File: config.mk
export PLATFORM = sky130hd
export DESIGN_NAME = serial_subtractor
export DESIGN_NICKNAME = d
export VERILOG_FILES = /design/src/rtl/serial_subtractor.sv
export SDC_FILE = /design/constraint.sdc
export NUM_CORES = 1
export LEC_CHECK = 0
export ABC_AREA = 0
export BUFFER_PORTS_ARGS = -buffer_cell sky130_fd_sc_hd__clkbuf_2
export CORE_ASPECT_RATIO = 2
export CORE_UTILIZATION = 56
export DETAILED_ROUTE_END_ITERATION = 10
export MAX_ROUTING_LAYER = met4
export PLACE_DENSITY = 0.84
export SKIP_LAST_GASP = 1
export SLEW_MARGIN = 20
export SYNTH_ARGS = -nofsm -noshare
export SYNTH_HDL_FRONTEND = slang
export SYNTH_SLANG_ARGS = --single-unit
File: constraint.sdc
create_clock -name clk -period 6.7 [get_ports clk]
set_input_delay 1.34 -clock clk [delete_from_list [all_inputs] [get_ports clk]]
set_output_delay 1.34 -clock clk [all_outputs]
set_load 0.05 [all_outputs]
File: src/rtl/serial_subtractor.sv
// rtl/serial_subtractor.sv - bit-serial two's-complement subtractor with borrow/overflow/zero flags
module serial_subtractor #(
  parameter int WIDTH = 32
) (
  input  logic             clk,
  input  logic             reset,
  input  logic             start,
  input  logic [WIDTH-1:0] a,
  input  logic [WIDTH-1:0] b,
  output logic             busy,
  output logic             done,
  output logic [WIDTH-1:0] y,
  output logic             borrow,
  output logic             overflow,
  output logic             zero
);

  localparam int CW = (WIDTH > 1) ? $clog2(WIDTH) : 1;
  localparam logic [CW-1:0] LAST = CW'(WIDTH - 1);

  typedef enum logic [1:0] {
    IDLE = 2'd0,
    RUN  = 2'd1,
    DONE = 2'd2
  } state_t;

  state_t          state;
  logic [WIDTH-1:0] a_sr;
  logic [WIDTH-1:0] nb_sr;
  logic [WIDTH-1:0] r_sr;
  logic [CW-1:0]    cnt;
  logic             c;
  logic             a_msb;
  logic             b_msb;

  logic             s;
  logic             c_next;
  logic [WIDTH-1:0] r_next;

  // One full-adder stage: a + ~b + carry, plus the result register as it will look after this bit
  always_comb begin
    s      = a_sr[0] ^ nb_sr[0] ^ c;
    c_next = (a_sr[0] & nb_sr[0]) | (c & (a_sr[0] ^ nb_sr[0]));
    r_next = {s, r_sr[WIDTH-1:1]};
  end

  // Control FSM and serial datapath; outputs are registered and only move on entry to DONE
  always_ff @(posedge clk or posedge reset) begin
    if (reset) begin
      state    <= IDLE;
      a_sr     <= '0;
      nb_sr    <= '0;
      r_sr     <= '0;
      cnt      <= '0;
      c        <= 1'b0;
      a_msb    <= 1'b0;
      b_msb    <= 1'b0;
      busy     <= 1'b0;
      done     <= 1'b0;
      y        <= '0;
      borrow   <= 1'b0;
      overflow <= 1'b0;
      zero     <= 1'b0;
    end else begin
      case (state)
        IDLE: begin
          done <= 1'b0;
          if (start) begin
            a_sr  <= a;
            nb_sr <= ~b;
            c     <= 1'b1;
            cnt   <= '0;
            a_msb <= a[WIDTH-1];
            b_msb <= b[WIDTH-1];
            busy  <= 1'b1;
            state <= RUN;
          end
        end
        RUN: begin
          a_sr  <= a_sr >> 1;
          nb_sr <= nb_sr >> 1;
          r_sr  <= r_next;
          c     <= c_next;
          cnt   <= cnt + CW'(1);
          if (cnt == LAST) begin
            state    <= DONE;
            busy     <= 1'b0;
            done     <= 1'b1;
            y        <= r_next;
            borrow   <= ~c_next;
            overflow <= (a_msb ^ b_msb) & (r_next[WIDTH-1] ^ a_msb);
            zero     <= (r_next == '0);
          end
        end
        DONE: begin
          done  <= 1'b0;
          state <= IDLE;
        end
        default: begin
          busy  <= 1'b0;
          done  <= 1'b0;
          state <= IDLE;
        end
      endcase
    end
  end

endmodule

**After elaboration in Yosys (flattened, before gate mapping)**

Index checks and enable logic that the tools add are counted.

- Flip-flop bits (word level): 143
- Output and inout port bits: 37
- Logic and storage cells: 54

- Add/sub/neg operators: 1
- Eq/ne operators: 5
- Muxes and demuxes: 15
- Bitwise logic cells: 11
- Reductions and logical operators: 8

Operator list:

| operator | count |
|---|---|
| $pmux W32 S2 | 2 |
| $mux W32 | 2 |
| $logic_not A32 Y1 | 1 |
| $not A32 Y32 | 1 |
| $pmux W5 S2 | 1 |
| $reduce_and A2 Y1 | 4 |
| $add A5 B1 Y5 const B | 1 |
| $eq A5 B5 Y1 const B | 1 |
| $mux W5 | 1 |
| $mux W1 | 4 |
| $mux W2 | 2 |
| $ne A2 B2 Y1 const B | 2 |
| $pmux W2 S2 | 1 |
| $xor A1 B1 Y1 | 4 |
| $and A1 B1 Y1 | 3 |
| $pmux W1 S3 | 1 |
| $reduce_and A3 Y1 | 1 |
| $eq A2 B1 Y1 const B | 1 |
| $eq A2 B2 Y1 const B | 1 |
| $logic_not A2 Y1 | 1 |
| $not A1 Y1 | 2 |
| $pmux W1 S2 | 1 |
| $reduce_bool A2 Y1 | 1 |
| $or A1 B1 Y1 | 1 |

**Logic depth before layout (Yosys ltp)**

- Depth after elaboration: 4
- Depth in mapped cells: 8

**Least setup slack after synthesis**

No wires, ideal clock.

- Kind: input port to flip-flop
- Start: input port start
- End: register nb_sr[1]
- Setup time: 95 ps
- Data arrival time: 2114 ps
- Path slack: 4491 ps
- Stages on the path: 5
- Cell sequence: nor3b_4 > buf_4 > buf_4 > nor2_1 > o31ai_1

- Word-level cells in the longest chain between the ends: 2

RTL lines:

| what | line | text |
|---|---|---|
| start, declared | 7 | `input logic start,` |
| $ne A2 B2 Y1 (no line) | - |  |
| $reduce_and A2 Y1 (no line) | - |  |
| end signal, assigned | 70 | `nb_sr <= ~b;` |
| end signal, assigned | 81 | `nb_sr <= nb_sr >> 1;` |
| end, declared | 29 | `logic [WIDTH-1:0] nb_sr;` |

No other way between the ends.
A chain may end at the register's enable or synchronous reset.

**Final worst setup path**

- Start: input port start
- End: register nb_sr[0]

The elaborated chain is that of the path after synthesis.

==> results.tsv <==
stage	metric	value	unit
timing	slew margin rel.	30.3	%
logic_synthesis	Mapped Cells	622	
flow_run	max-capacitance violation count	0	
drt	Final ANT Viol Nets	0	
placement	Routability Congestion	0.825	
power	Pleak	3.70	nW
worst_setup_path	CP arrival	2.88	ns
logic_synthesis	Mean Syn Cell Area	9.78	um^2
finish	layout net count	779	
clock_tree	post-CTS setup buffers	0	
timing	fin. max-slew vios	0	
logic_synthesis	syn_nets	692	
finish	most frequent cells in the layout	198 x nand2_1, 142 x dfrtp_1, 103 x clkbuf_2	
worst_setup_path	WP data required	6.99	ns
floorplan	row cnt	53	
logic_synthesis	number of distinct library cells after synthesis	31	
clock_tree	CTS Buf Count	17	
timing	Sum Neg Setup Slack	0	ns
drt	final wirelength	12600	um
drt	wire per inst	14.6	um
timing	fmax	0.386	GHz
global_routing	largest net degree at the start of global routing	108	
min_path	worst hold path type	flip-flop to flip-flop	
worst_setup_path	crit path cell chain	clkbuf_2 > nor3b_4 > buf_4 > mux2i_1 > mux2_2	
finish	n_diodes	0	
finish	Final Cell Area	7220	um^2
clock_tree	worst skew pair latency	0.41	ns
clock_tree	Post-CTS Hold Buffers	0	
worst_setup_path	worst stage delay on the critical path	0.56	ns
finish	Core Util, Final	68.5	%
worst_setup_path	Worst path slowest cell	buf_4	
clock_tree	H-tree levels	4	
floorplan	Die W	75.7	um
global_routing	vias in the first global route	4598	
floorplan	Die Y	149	um
floorplan	starting density of the core	57.7	%
drt	Initial DRT Pass Iterations	5	
timing	final number of setup-violating endpoints	0	
clock_tree	root buffer cell	clkbuf_16	
clock_tree	CTS resizes	0	
worst_setup_path	worst setup path class	input port to flip-flop	
drt	vias per cell	5.41	
timing	Worst Skew	0.00851	ns
floorplan	I/O pins	104	
floorplan	Core Region	10500	um^2
clock_tree	Clock Sinks	142	
finish	fillcell total	820	
power	PwrDens	504	nW/um^2
worst_setup_path	CP Buf/Inv Count	2	
finish	Area Overhead vs Synth	18.7	%
timing	RSZ-0062 raised after global routing	false	
finish	commonest non-fill, non-tap cell in the layout	nand2_1	
logic_synthesis	Seq cells post-synth	142	
drt	initial DRC count	276	
logic_synthesis	Syn Std Cell Area	6080	um^2
floorplan	die area	11300	um^2
timing	final hold viol count	0	
global_routing	initial antenna violation count	0	
placement	dpl hpwl	8130	um
global_routing	total gr overflow	0	
finish	layout cells sized above 1	24.7	%
clock_tree	Clock transition at path regs	0.06	ns
timing	Tmin final	2.59	ns
placement	I/O Buffers	103	
clock_tree	CTS Buffer Depth	2	
logic_synthesis	Seq/Total Area, Yosys	58.4	%
placement	DP Area	6620	um^2
run_status	status	complete, no violations	
timing	Slew @ Worst Pin	1.05	ns
drt	DRC viols	0	
global_routing	Total Routing Usage GR	25.2	%
timing	final clock period utilization by the worst path	38.6	%
clock_tree	CTS tree	done	
worst_setup_path	crit path launch type	input port	
global_routing	first-pass GRT wire length	20700	um
drt	total number of vias	4645	
worst_setup_path	Crit Path Max Fanout	61	
worst_setup_path	critical path endpoint category	flip-flop	
power	VDD IR max	0.000264	V
logic_synthesis	number of synthesis warnings	0	
worst_setup_path	crit-path leading delay family	buffers and inverters	
==> synthesized netlist by cell type <==
| library cell | number | area [um^2] |
|---|---|---|
| nand2_1 | 198 | 743 |
| dfrtp_1 | 142 | 3550 |
| nor2_1 | 63 | 236 |
| mux2_2 | 34 | 383 |
| a31oi_1 | 31 | 194 |
| o31ai_1 | 31 | 233 |
| and2_1 | 30 | 188 |
| buf_2 | 29 | 145 |
| clkbuf_1 | 9 | 33.8 |
| o21ai_0 | 8 | 40.0 |
| nand3_1 | 7 | 35.0 |
| nor4_1 | 7 | 43.8 |
| inv_1 | 6 | 22.5 |
| nand2b_1 | 4 | 25.0 |
| a21oi_1 | 2 | 10.0 |
| buf_4 | 2 | 15.0 |
| ha_1 | 2 | 25.0 |
| mux2i_1 | 2 | 20.0 |
| nand4_1 | 2 | 12.5 |
| nor2b_1 | 2 | 12.5 |
| a21o_1 | 1 | 7.51 |
| and3_1 | 1 | 6.26 |
| buf_6 | 1 | 11.3 |
| fa_1 | 1 | 20.0 |
| nand3b_1 | 1 | 7.51 |
| nor3b_1 | 1 | 7.51 |
| nor3b_4 | 1 | 18.8 |
| nor4b_1 | 1 | 8.76 |
| o21ai_1 | 1 | 5.00 |
| or3b_1 | 1 | 8.76 |
| xor2_1 | 1 | 8.76 |
==> path summary, 6_finish.rpt <==
path / from / to / slack, ns / cells past startpoint
hold reg to reg: nb_sr[4]$_DFFE_PP0P_ / nb_sr[3]$_DFFE_PP0P_ / 0.48 / 2
setup / recovery: start / nb_sr[0]$_DFFE_PP0P_ / 4.11 / 5
setup reg to reg: cnt[0]$_DFFE_PP0P_ / y[28]$_DFFE_PP0P_ / 4.29 / 6
hold / removal: nb_sr[4]$_DFFE_PP0P_ / nb_sr[3]$_DFFE_PP0P_ / 0.48 / 2
max in group asynchronous: reset / a_sr[26]$_DFFE_PP0P_ / 4.60 / 3
min in group asynchronous: reset / y[10]$_DFFE_PP0P_ / 0.96 / 2
==> area by class of cell <==
class | count | area (um^2) | share of cell area, %
flip-flops and latches | 142 | 3550 | 49.2
repair buffers | 109 | 572 | 7.92
multi-input cells | 433 | 2310 | 32.1
inverters | 6 | 27.5 | 0.381
clock inverters | 9 | 82.6 | 1.14
well taps | 137 | 171 | 2.37
clock buffers | 23 | 498 | 6.90
==> registers in the layout, indices dropped and copies added (netlist names) <==
| register | flops |
|---|---|
| r_sr | 31 |
| a_sr | 32 |
| borrow | 1 |
| done | 1 |
| b_msb | 1 |
| c | 1 |
| state | 2 |
| zero | 1 |
| nb_sr | 32 |
| busy | 1 |
| overflow | 1 |
| cnt | 5 |
| y | 32 |
| a_msb | 1 |
==> cells by family after synthesis <==
group | Yosys count | synth area share [%]
AOI/OAI and AO/OA | 74 | 8.05
adders and majority gates | 3 | 0.741
xor gates and xnor gates | 1 | 0.144
DFF | 142 | 58.4
buffers and inverters | 47 | 3.74
and+or+nand+nor | 319 | 22.3
muxes | 36 | 6.63
==> per-stage QoR <==
step	power [W]	std cells	worst slack [ns]	hold WS [ns]
floorplan	0.00243	622	1.55	0.448
global placement	0.00265	826	3.27	0.459
detailed placement	0.00273	826	3.23	0.469
CTS	0.00366	858	3.66	0.480
global route	0.00389	859	3.98	0.511
finish	0.00364	859	4.11	0.480
==> worst min-delay path: cells and delay by family, from the launching register on <==
| family | cells | cell delay, ns |
|---|---|---|
| flops | 1 | 0.34 |
| simple gates | 1 | 0.05 |
| compound gates | 1 | 0.05 |
==> report_power, final <==
part	internal, W	total (W)	switching, W	leakage [nW]
clock	0.000559	0.000909	0.000350	0.285
combinational	0.000421	0.00128	0.000864	1.62
sequential	0.00120	0.00144	0.000243	1.80
total	0.00218	0.00364	0.00146	3.70
==> routing by layer <==
metal / track usage (%) / up-vias / routed length, um / part of all wire, %
li1: - / 2223 / - / -
met1: 28.3 / 2252 / 5000 / 40
met2: 40.7 / 133 / 6650 / 53
met3: 5.07 / 37 / 424 / 3.4
met4: 14.4 / 0 / 502 / 4.0
met5: - / - / 0 / 0
(Power assumes the default switching activity.)
